`config.mk`:
```
export PLATFORM = sky130hd
export DESIGN_NAME = axi4_lite_master
export DESIGN_NICKNAME = d
export VERILOG_FILES = /design/src/rtl/axi4_lite_pkg.sv /design/src/rtl/axi4_lite_master.sv
export SDC_FILE = /design/constraint.sdc
export NUM_CORES = 1
export LEC_CHECK = 0
export ABC_AREA = 1
export BUFFER_PORTS_ARGS = -buffer_cell sky130_fd_sc_hd__buf_2
export CORE_MARGIN = 2
export CORE_UTILIZATION = 30
export DETAILED_ROUTE_END_ITERATION = 10
export GPL_TIMING_DRIVEN = 0
export HOLD_SLACK_MARGIN = 0.15
export PLACE_DENSITY_LB_ADDON = 0.08
export REMOVE_ABC_BUFFERS = 1
export SLEW_MARGIN = 0
export SYNTH_ARGS = -nofsm -noshare
export SYNTH_HDL_FRONTEND = slang
export SYNTH_SLANG_ARGS = --single-unit
```
`constraint.sdc`:
```
create_clock -name clk -period 2.7 [get_ports clk]
set_clock_uncertainty 0.2 [all_clocks]
set_input_delay 0.135 -clock clk [delete_from_list [all_inputs] [get_ports clk]]
set_output_delay 0.135 -clock clk [all_outputs]
set_load 0.1 [all_outputs]
```
`src/rtl/axi4_lite_pkg.sv`:
```
// Shared state encodings and AXI response codes for the AXI4-Lite master.
package axi4_lite_pkg;

    localparam logic [2:0] IDLE    = 3'd0;
    localparam logic [2:0] WR_AW_W = 3'd1;
    localparam logic [2:0] WR_B    = 3'd2;
    localparam logic [2:0] RD_AR   = 3'd3;
    localparam logic [2:0] RD_R    = 3'd4;
    localparam logic [2:0] RSP     = 3'd5;

    localparam logic [1:0] OKAY   = 2'b00;
    localparam logic [1:0] EXOKAY = 2'b01;
    localparam logic [1:0] SLVERR = 2'b10;
    localparam logic [1:0] DECERR = 2'b11;

    typedef enum logic [2:0] {
        ST_IDLE    = IDLE,
        ST_WR_AW_W = WR_AW_W,
        ST_WR_B    = WR_B,
        ST_RD_AR   = RD_AR,
        ST_RD_R    = RD_R,
        ST_RSP     = RSP
    } state_e;

endpackage

```
`src/rtl/axi4_lite_master.sv`:
```
// Single-outstanding AXI4-Lite initiator: cmd accept to rsp_valid in 3 cycles with a zero-wait slave;
// cmd_ready only in IDLE, response held until rsp_ready. AXIL_MST_ERR_CNT_EN adds err_cnt/err_clr.
module axi4_lite_master
    import axi4_lite_pkg::*;
#(
    parameter int ADDR_BITS = 8
) (
    input  logic                 clk,
    input  logic                 rst,
    input  logic                 cmd_valid,
    output logic                 cmd_ready,
    input  logic                 cmd_write,
    input  logic [ADDR_BITS-1:0] cmd_addr,
    input  logic [31:0]          cmd_wdata,
    input  logic [3:0]           cmd_wstrb,
    output logic                 rsp_valid,
    input  logic                 rsp_ready,
    output logic                 rsp_write,
    output logic [31:0]          rsp_rdata,
    output logic [1:0]           rsp_resp,
    output logic [ADDR_BITS-1:0] m_axi_awaddr,
    output logic                 m_axi_awvalid,
    input  logic                 m_axi_awready,
    output logic [31:0]          m_axi_wdata,
    output logic [3:0]           m_axi_wstrb,
    output logic                 m_axi_wvalid,
    input  logic                 m_axi_wready,
    input  logic [1:0]           m_axi_bresp,
    input  logic                 m_axi_bvalid,
    output logic                 m_axi_bready,
    output logic [ADDR_BITS-1:0] m_axi_araddr,
    output logic                 m_axi_arvalid,
    input  logic                 m_axi_arready,
    input  logic [31:0]          m_axi_rdata,
    input  logic [1:0]           m_axi_rresp,
    input  logic                 m_axi_rvalid,
    output logic                 m_axi_rready
`ifdef AXIL_MST_ERR_CNT_EN
    ,
    input  logic                 err_clr,
    output logic [15:0]          err_cnt
`endif
);

    state_e                 state_q, state_d;
    logic                   aw_vld_q, aw_vld_d;
    logic                   w_vld_q, w_vld_d;
    logic                   ar_vld_q, ar_vld_d;
    logic [ADDR_BITS-1:0]   awaddr_q, awaddr_d;
    logic [ADDR_BITS-1:0]   araddr_q, araddr_d;
    logic [31:0]            wdata_q, wdata_d;
    logic [3:0]             wstrb_q, wstrb_d;
    logic [31:0]            rsp_rdata_q, rsp_rdata_d;
    logic [1:0]             rsp_resp_q, rsp_resp_d;
    logic                   rsp_write_q, rsp_write_d;

    always_comb begin
        state_d     = state_q;
        aw_vld_d    = aw_vld_q;
        w_vld_d     = w_vld_q;
        ar_vld_d    = ar_vld_q;
        awaddr_d    = awaddr_q;
        araddr_d    = araddr_q;
        wdata_d     = wdata_q;
        wstrb_d     = wstrb_q;
        rsp_rdata_d = rsp_rdata_q;
        rsp_resp_d  = rsp_resp_q;
        rsp_write_d = rsp_write_q;
        case (state_q)
            ST_IDLE: begin
                if (cmd_valid) begin
                    if (cmd_write) begin
                        awaddr_d = cmd_addr;
                        wdata_d  = cmd_wdata;
                        wstrb_d  = cmd_wstrb;
                        aw_vld_d = 1'b1;
                        w_vld_d  = 1'b1;
                        state_d  = ST_WR_AW_W;
                    end else begin
                        araddr_d = cmd_addr;
                        ar_vld_d = 1'b1;
                        state_d  = ST_RD_AR;
                    end
                end
            end
            ST_WR_AW_W: begin
                // AW and W retire independently; leave only once both are done.
                if (aw_vld_q && m_axi_awready) aw_vld_d = 1'b0;
                if (w_vld_q && m_axi_wready)   w_vld_d  = 1'b0;
                if (!aw_vld_d && !w_vld_d)     state_d  = ST_WR_B;
            end
            ST_WR_B: begin
                if (m_axi_bvalid) begin
                    rsp_resp_d  = m_axi_bresp;
                    rsp_write_d = 1'b1;
                    rsp_rdata_d = '0;
                    state_d     = ST_RSP;
                end
            end
            ST_RD_AR: begin
                if (m_axi_arready) begin
                    ar_vld_d = 1'b0;
                    state_d  = ST_RD_R;
                end
            end
            ST_RD_R: begin
                if (m_axi_rvalid) begin
                    rsp_rdata_d = m_axi_rdata;
                    rsp_resp_d  = m_axi_rresp;
                    rsp_write_d = 1'b0;
                    state_d     = ST_RSP;
                end
            end
            ST_RSP: begin
                if (rsp_ready) state_d = ST_IDLE;
            end
            default: state_d = ST_IDLE;
        endcase
    end

    always_ff @(posedge clk or posedge rst) begin
        if (rst) begin
            state_q     <= ST_IDLE;
            aw_vld_q    <= 1'b0;
            w_vld_q     <= 1'b0;
            ar_vld_q    <= 1'b0;
            awaddr_q    <= '0;
            araddr_q    <= '0;
            wdata_q     <= '0;
            wstrb_q     <= '0;
            rsp_rdata_q <= '0;
            rsp_resp_q  <= '0;
            rsp_write_q <= 1'b0;
        end else begin
            state_q     <= state_d;
            aw_vld_q    <= aw_vld_d;
            w_vld_q     <= w_vld_d;
            ar_vld_q    <= ar_vld_d;
            awaddr_q    <= awaddr_d;
            araddr_q    <= araddr_d;
            wdata_q     <= wdata_d;
            wstrb_q     <= wstrb_d;
            rsp_rdata_q <= rsp_rdata_d;
            rsp_resp_q  <= rsp_resp_d;
            rsp_write_q <= rsp_write_d;
        end
    end

    assign cmd_ready     = (state_q == ST_IDLE);
    assign rsp_valid     = (state_q == ST_RSP);
    assign m_axi_bready  = (state_q == ST_WR_B);
    assign m_axi_rready  = (state_q == ST_RD_R);
    assign m_axi_awvalid = aw_vld_q;
    assign m_axi_wvalid  = w_vld_q;
    assign m_axi_arvalid = ar_vld_q;
    assign m_axi_awaddr  = awaddr_q;
    assign m_axi_araddr  = araddr_q;
    assign m_axi_wdata   = wdata_q;
    assign m_axi_wstrb   = wstrb_q;
    assign rsp_rdata     = rsp_rdata_q;
    assign rsp_resp      = rsp_resp_q;
    assign rsp_write     = rsp_write_q;

`ifdef AXIL_MST_ERR_CNT_EN
    logic [15:0] err_cnt_q, err_cnt_d;
    logic        err_hit;

    // SLVERR and DECERR both have resp[1] set.
    assign err_hit = (m_axi_bready && m_axi_bvalid && m_axi_bresp[1]) ||
                     (m_axi_rready && m_axi_rvalid && m_axi_rresp[1]);

    always_comb begin
        err_cnt_d = err_cnt_q;
        if (err_clr)                           err_cnt_d = '0;
        else if (err_hit && err_cnt_q != '1)   err_cnt_d = err_cnt_q + 16'd1;
    end

    always_ff @(posedge clk or posedge rst) begin
        if (rst) err_cnt_q <= '0;
        else     err_cnt_q <= err_cnt_d;
    end

    assign err_cnt = err_cnt_q;
`endif

endmodule

```
==> reports/qor.yml, run 1 <==
outcome:
  status: "finished clean"
placed_design:
  routabilityCongestion: 0.802
  hpwlAfterDp_um: 6960
  dp_slack_ps: -341
  place.port_buffers: 183
setup_path:
  startpoint_type: "register"
  critPathMaxFanout: 39
  critPathKind: "register to register"
  arrival_ps: 2410
  worstPathRequired_ps: 2720
  r2r_cells: 9
  crit_path_end_kind: "register"
  setup.worst_path.start: "state_q[2]$_DFFE_PP0P_"
  rr_startpoint: "state_q[2]$_DFFE_PP0P_"
yosys:
  synthTopCellsByArea: "dfrtp_1 (61%), nand2_1 (22%), nand3_1 (5.2%)"
  yosys-top-cells-count: "nand2_1 (220), dfrtp_1 (93), nand3_1 (40)"
  post-synth-top-count-cell: "nand2_1"
  synth_top_cell_area_share_pct: 60.8
  synth_cell_type_count: 21
  synth_edf_count: 0
  avgSynthCellArea_um2: 8.64
  dominantRegCellSynth: "dfrtp_1"
  ys_async_sr_fraction_pct: 100
  synth_cells: 443
  synthesis.area_um2: 3830
  synth_top_area_cell: "dfrtp_1"
  yosysWarnings: 0
  synth_seq_cells: 93
  yosysSeqAreaShare_pct: 60.8
timing:
  maxSlewHeadroom_pct: 13.0
  fin_crit_sh_pct: 88.4
  rsz0062_at_grt: "false"
  finalWorstSetupSlack_ps: 313
  finalHoldViolations: 0
  finalSetupViolCount: 0
  slew_viol_final: 0
  fmax_ghz: 0.419
  tightest_slew_ps: 1300
  fin_crit_ps: 2390
global_routing:
  grt_pass1_wl_um: 16900
  grt_antenna_before_repair: 0
  grt-ovfl-total: 0
  grt_util_all_layers_pct: 15.7
  grt_pass1_vias: 3664
  grt_start_max_net_pins: 53
layout:
  nets: 798
  multi_input_area_um2: 1240
  fillCellCount: 1258
  seqCellArea_um2: 2330
  drive_gt1_share_pct: 29.5
  num_antenna_cells: 0
  area_delta_synth_final_pct: 58.9
die:
  ios: 184
  coreArea_um2: 12500
  die_w_um: 117
  dieArea_um2: 13700
  initial_utilization_pct: 30.6
  num_rows: 41
  die_h_um: 117
clock_network:
  clock_latency_ps: 340
  clk_pin_slew_ps: 60
  cts_tree: "built"
  cts_root_buf: "clkbuf_16"
  clockBufferDepth: 2
  numCtsBuffers: 9
  cts_sinks: 93
  htreeDepth: 3
  cts_setup_buffers: 0
routing:
  ant_nets: 0
  top_layer: "met4"
  drtPass1Iterations: 5
  wl_met2_um: 4800
  wire_per_inst_um: 12.2
  wl_met3_um: 869
  vias: 3772
  m1WireLength_um: 4940
  drc: 0
  wirelength_um: 10800
  drt_first_iter_violations: 150
  viasPerCell: 4.26
flow_run:
  maxCapViolCount: 0
min_path:
  min_path_type: "input port to asynchronous set/reset pin"
-- what timing repair did --
action,in CTS,in global routing
setup endpoints to repair,44,16
hold endpoints to repair,139,0
gates resized for setup,1,2
hold buffers,91,0
-- cell usage in the layout (no fill, tap or decap) --
cell type	synthesis	layout
a21oi_1	6	6
and2_1	1	1
buf_16	0	1
buf_2	7	183
bufinv_16	0	2
clkbuf_1	0	1
clkbuf_16	0	9
clkbuf_8	0	2
clkinv_2	0	2
dfrtp_1	93	93
dlygate4sd3_1	0	91
inv_1	23	22
inv_2	5	4
inv_4	1	3
nand2_1	220	220
nand2_2	2	1
nand2_4	0	1
nand3_1	40	40
nand3b_1	2	2
nand4_1	1	1
nor2_1	8	8
nor2_2	1	1
nor2_4	1	1
o21a_1	1	1
o21ai_0	11	11
o21ai_1	6	6
-- cell type report --
| cell class | count | area share (%) |
|---|---|---|
| clock buffers | 12 | 4.22 |
| clock inverters | 4 | 1.15 |
| inverters | 29 | 1.91 |
| multi-input cells | 300 | 20.4 |
| flip-flops and latches | 93 | 38.3 |
| well taps | 172 | 3.54 |
| repair buffers | 275 | 30.5 |
-- worst paths after layout --
check	to	slack, ps
max	state_q[1]$_DFFE_PP0P_	310
min	rsp_rdata[0]$_DFFE_PP0P_	230
max reg2reg	state_q[1]$_DFFE_PP0P_	310
min reg2reg	m_axi_wdata[27]$_DFFE_PP0P_	270
max in group asynchronous	m_axi_wdata[0]$_DFFE_PP0P_	1430
min in group clk	m_axi_wdata[27]$_DFFE_PP0P_	270
-- metal layers --
layer	vias to the layer above	GRT usage, %
met1	1728	19.6
met5	-	0
met2	133	25.6
li1	1899	-
met4	0	6.12
met3	12	4.89
-- sequential cells by signal, indices dropped and copies added (netlist names) --
register       count
m_axi_araddr       8
m_axi_arvalid      1
m_axi_awaddr       8
m_axi_awvalid      1
m_axi_wdata       32
m_axi_wstrb        4
m_axi_wvalid       1
rsp_rdata         32
rsp_resp           2
rsp_write          1
state_q            3
-- through the flow --
stage / cells / TNS (ps) / instance area (µm²) / hold WS (ps) / utilization, %
2_1_floorplan: 422 / -5140 / 3670 / 52.2 / -
3_3_place_gp: 777 / -133150 / 4810 / 137 / 38.4
3_5_place_dp: 778 / -9340 / 4840 / 67.8 / 38.6
4_1_cts: 885 / 0 / 6080 / 255 / 48.6
5_1_grt: 885 / 0 / 6080 / 277 / 48.6
6_report: 885 / 0 / 6080 / 230 / 48.6
-- cells by family (layout without fill, tap and decap cells) --
family / after synthesis / count (layout) / share of synthesized area (%)
AO/OA/AOI/OAI: 24 / 24 / 3.20
buffers and inverters: 50 / 320 / 6.87
flip-flops: 93 / 93 / 60.8
AND/OR/NAND/NOR: 276 / 276 / 29.1
-- critical path, cell delays in order (launching register included) --
cell and delay (ps):
dfrtp_1 470, nor2_1 140, nand2_1 140, inv_4 360
nand2_1 110, nand2_1 70, inv_1 80, nand3b_1 100
nand2_1 50, dlygate4sd3_1 540
Power of run 1 is left out: the tool's default activity adds up to more than one toggle a clock period on the data nets, which glitch-free logic cannot reach.
==> run 2: changes to the inputs <==
- REMOVE_ABC_BUFFERS: 1 -> not set
==> run 2 against run 1 <==
Compared with the run above: via count up 2.3%; sequential cell count did not move; core utilization grew 1.4 points; non-clock buffer count increased by 29; sequential share of layout area decreased by 1.1 points; die area unchanged; clock-buffer cell count down 2; final area rose by 2.9%; register-to-register slack worse by 50 ps; highest routed layer unchanged.
==> reports/qor.yml, run 2 (same netlist as run 1, synthesis figures left out) <==
layout:
  nets: 827  # was 798
  area_delta_synth_final_pct: 63.6  # was 58.9%
  num_antenna_cells: 0  # unchanged
  drive_gt1_share_pct: 31.1  # was 29.5%
  final_common_cell: "nand2_1"  # unchanged
  layout_common_cells: "nand2_1 (220), buf_2 (190), dlygate4sd3_1 (98)"  # was nand2_1 (220), buf_2 (183), dfrtp_1 (93)
global_routing:
  grt_start_max_net_pins: 37  # was 53
  grt_pass1_wl_um: 17500  # was 16900 µm
  grt_pass1_vias: 3696  # was 3664
  grt-ovfl-total: 0  # unchanged
  grt_util_all_layers_pct: 16.4  # was 15.7%
  grt_antenna_before_repair: 0  # unchanged
placed_design:
  place.port_buffers: 183  # unchanged
  routabilityCongestion: 0.731  # was 0.802
  hpwlAfterDp_um: 7640  # was 6960 µm
setup_path:
  critPathSlowestCell: "dlygate4sd3_1"  # unchanged
  crit_path_end_kind: "register"  # unchanged
  worstPathRequired_ps: 2780  # was 2720 ps
  ff2ff_setup_slack_ps: 270  # was 310 ps
  arrival_ps: 2510  # was 2410 ps
  startpoint_type: "register"  # unchanged
  cp_top_family: "buffers and inverters"  # unchanged
  cpMostUsedCell: "nand2_1"  # unchanged
  critPathKind: "register to register"  # unchanged
  critPathMaxFanout: 8  # was 39
  rr_startpoint: "state_q[2]$_DFFE_PP0P_"  # unchanged
  path_cells: "buf_6 > inv_1 > nand2_1 > nor2_1 > nand2_1 > and2_1 > dlygate4sd3_1 > nand2_1 > dlygate4sd3_1"  # was nor2_1 > nand2_1 > inv_4 > nand2_1 > nand2_1 > inv_1 > nand3b_1 > nand2_1 > dlygate4sd3_1
  r2r_cells: 9  # unchanged
  r2r-end: "state_q[1]$_DFFE_PP0P_"  # unchanged
  worst-path-buf-inv: 4  # was 3
  max_stage_delay_ps: 550  # was 540 ps
timing:
  tightest_slew_ps: 793  # was 1300 ps
  maxSlewHeadroom_pct: 47.0  # was 13.0%
  fin_crit_sh_pct: 90.1  # was 88.4%
  slew_viol_final: 0  # unchanged
  finalHoldViolations: 0  # unchanged
  rsz0062_at_grt: "false"  # unchanged
  finalSetupViolCount: 0  # unchanged
  setup_tns_ps: 0  # unchanged
  fin_crit_ps: 2430  # was 2390 ps
  fmax_ghz: 0.411  # was 0.419 GHz
min_path:
  min_path_type: "input port to register"  # was input port to asynchronous set/reset pin
  min_to: "rsp_resp[1]$_DFFE_PP0P_"
  min_path_cells: 7
  worstHoldStart: "m_axi_bvalid"
yosys:
  syn-num-nets: 533
clock_network:
  htreeDepth: 3  # unchanged
  cts_root_buf: "clkbuf_16"  # unchanged
  numCtsBuffers: 9  # unchanged
  clk_pin_slew_ps: 60  # about the same
  clockBufferDepth: 2  # unchanged
  clock_latency_ps: 340  # about the same
  cts_tree: "built"  # unchanged
  cts_sinks: 93  # unchanged
  cts_resized: 0  # was 1
routing:
  viasPerCell: 4.22  # was 4.26
  wirelength_um: 11100  # was 10800 µm
  vias: 3859  # was 3772
  drc: 0  # unchanged
  ant_nets: 0  # unchanged
  drtPass1Iterations: 4  # was 5
  wire_per_inst_um: 12.2  # about the same
  drt_first_iter_violations: 129  # was 150
die:
  initial_utilization_pct: 30.6  # unchanged
  die_h_um: 117  # unchanged
  die_w_um: 117  # unchanged
  ios: 184  # unchanged
  coreArea_um2: 12500  # unchanged
  num_rows: 41  # unchanged
  dieArea_um2: 13700  # unchanged
flow_run:
  maxCapViolCount: 0  # unchanged
outcome:
  status: "finished clean"  # unchanged
==> run 2: cell types whose count changed in the layout (fill, tap and decap cells not counted), moves of 2 or more <==
cell	previous run	this run
clkinvlp_4	0	3
buf_4	0	7
buf_6	0	5
buf_2	183	190
dlygate4sd3_1	91	98
buf_12	0	2
inv_4	3	1
bufinv_16	2	0
buf_1	0	2
==> run 2: per-stage QoR <==
step                      utilization, %  hold slack, ps  std cells  worst slack [ps]  cell area (µm²)
final                               50.0             219        914               266             6260
after global routing                50.0             263        914               140             6260
after CTS                           50.0             229        914               295             6260
after detailed placement            40.0             122        800               726             5000
after global placement              39.6             138        798               547             4960
after floorplan                        -            51.6        443               599             3830
==> run 2: routing by layer <==
layer,GRT usage [%],part of all wire [%],vias to the layer above
met4,6.59,1.5,0
met3,4.84,6.8,13
li1,-,-,1955
met5,0,0,-
met1,19.9,44,1772
met2,27.6,48,119
==> run 2: tightest hold or removal path, delay by kind of cell <==
family | cells | cell delay, ps
and+or+nand+nor | 5 | 440
buffers and inverters | 2 | 150
==> run 2: area by class of cell <==
type / instances / area [µm²]
fillers: 1239 / 6260
flip-flops and latches: 93 / 2330
repair buffers: 283 / 1940
multi-input cells: 300 / 1240
clock buffers: 10 / 239
well taps: 172 / 215
plain buffers: 21 / 151
inverters: 29 / 115
clock inverters: 6 / 38.8
==> run 2: repair_timing <==
action,in CTS,in global routing
setup buffers,0,0
hold endpoints to repair,128,0
hold buffers,98,0
==> run 2: how the worst max path moves through the flow <==
stage | from | endpoint | slack [ps] | cells past startpoint
6_report | state_q[2]$_DFFE_PP0P_ | state_q[1]$_DFFE_PP0P_ | 270 | 9
5_1_grt | state_q[2]$_DFFE_PP0P_ | state_q[1]$_DFFE_PP0P_ | 140 | 9
4_1_cts | state_q[2]$_DFFE_PP0P_ | state_q[1]$_DFFE_PP0P_ | 300 | 9
3_5_place_dp | state_q[2]$_DFFE_PP0P_ | cmd_ready | 730 | 7
3_3_place_gp | rst | m_axi_wdata[20]$_DFFE_PP0P_ | 550 | 2
2_1_floorplan | state_q[1]$_DFFE_PP0P_ | rsp_valid | 600 | 3
Power of run 2 is left out for the same reason.
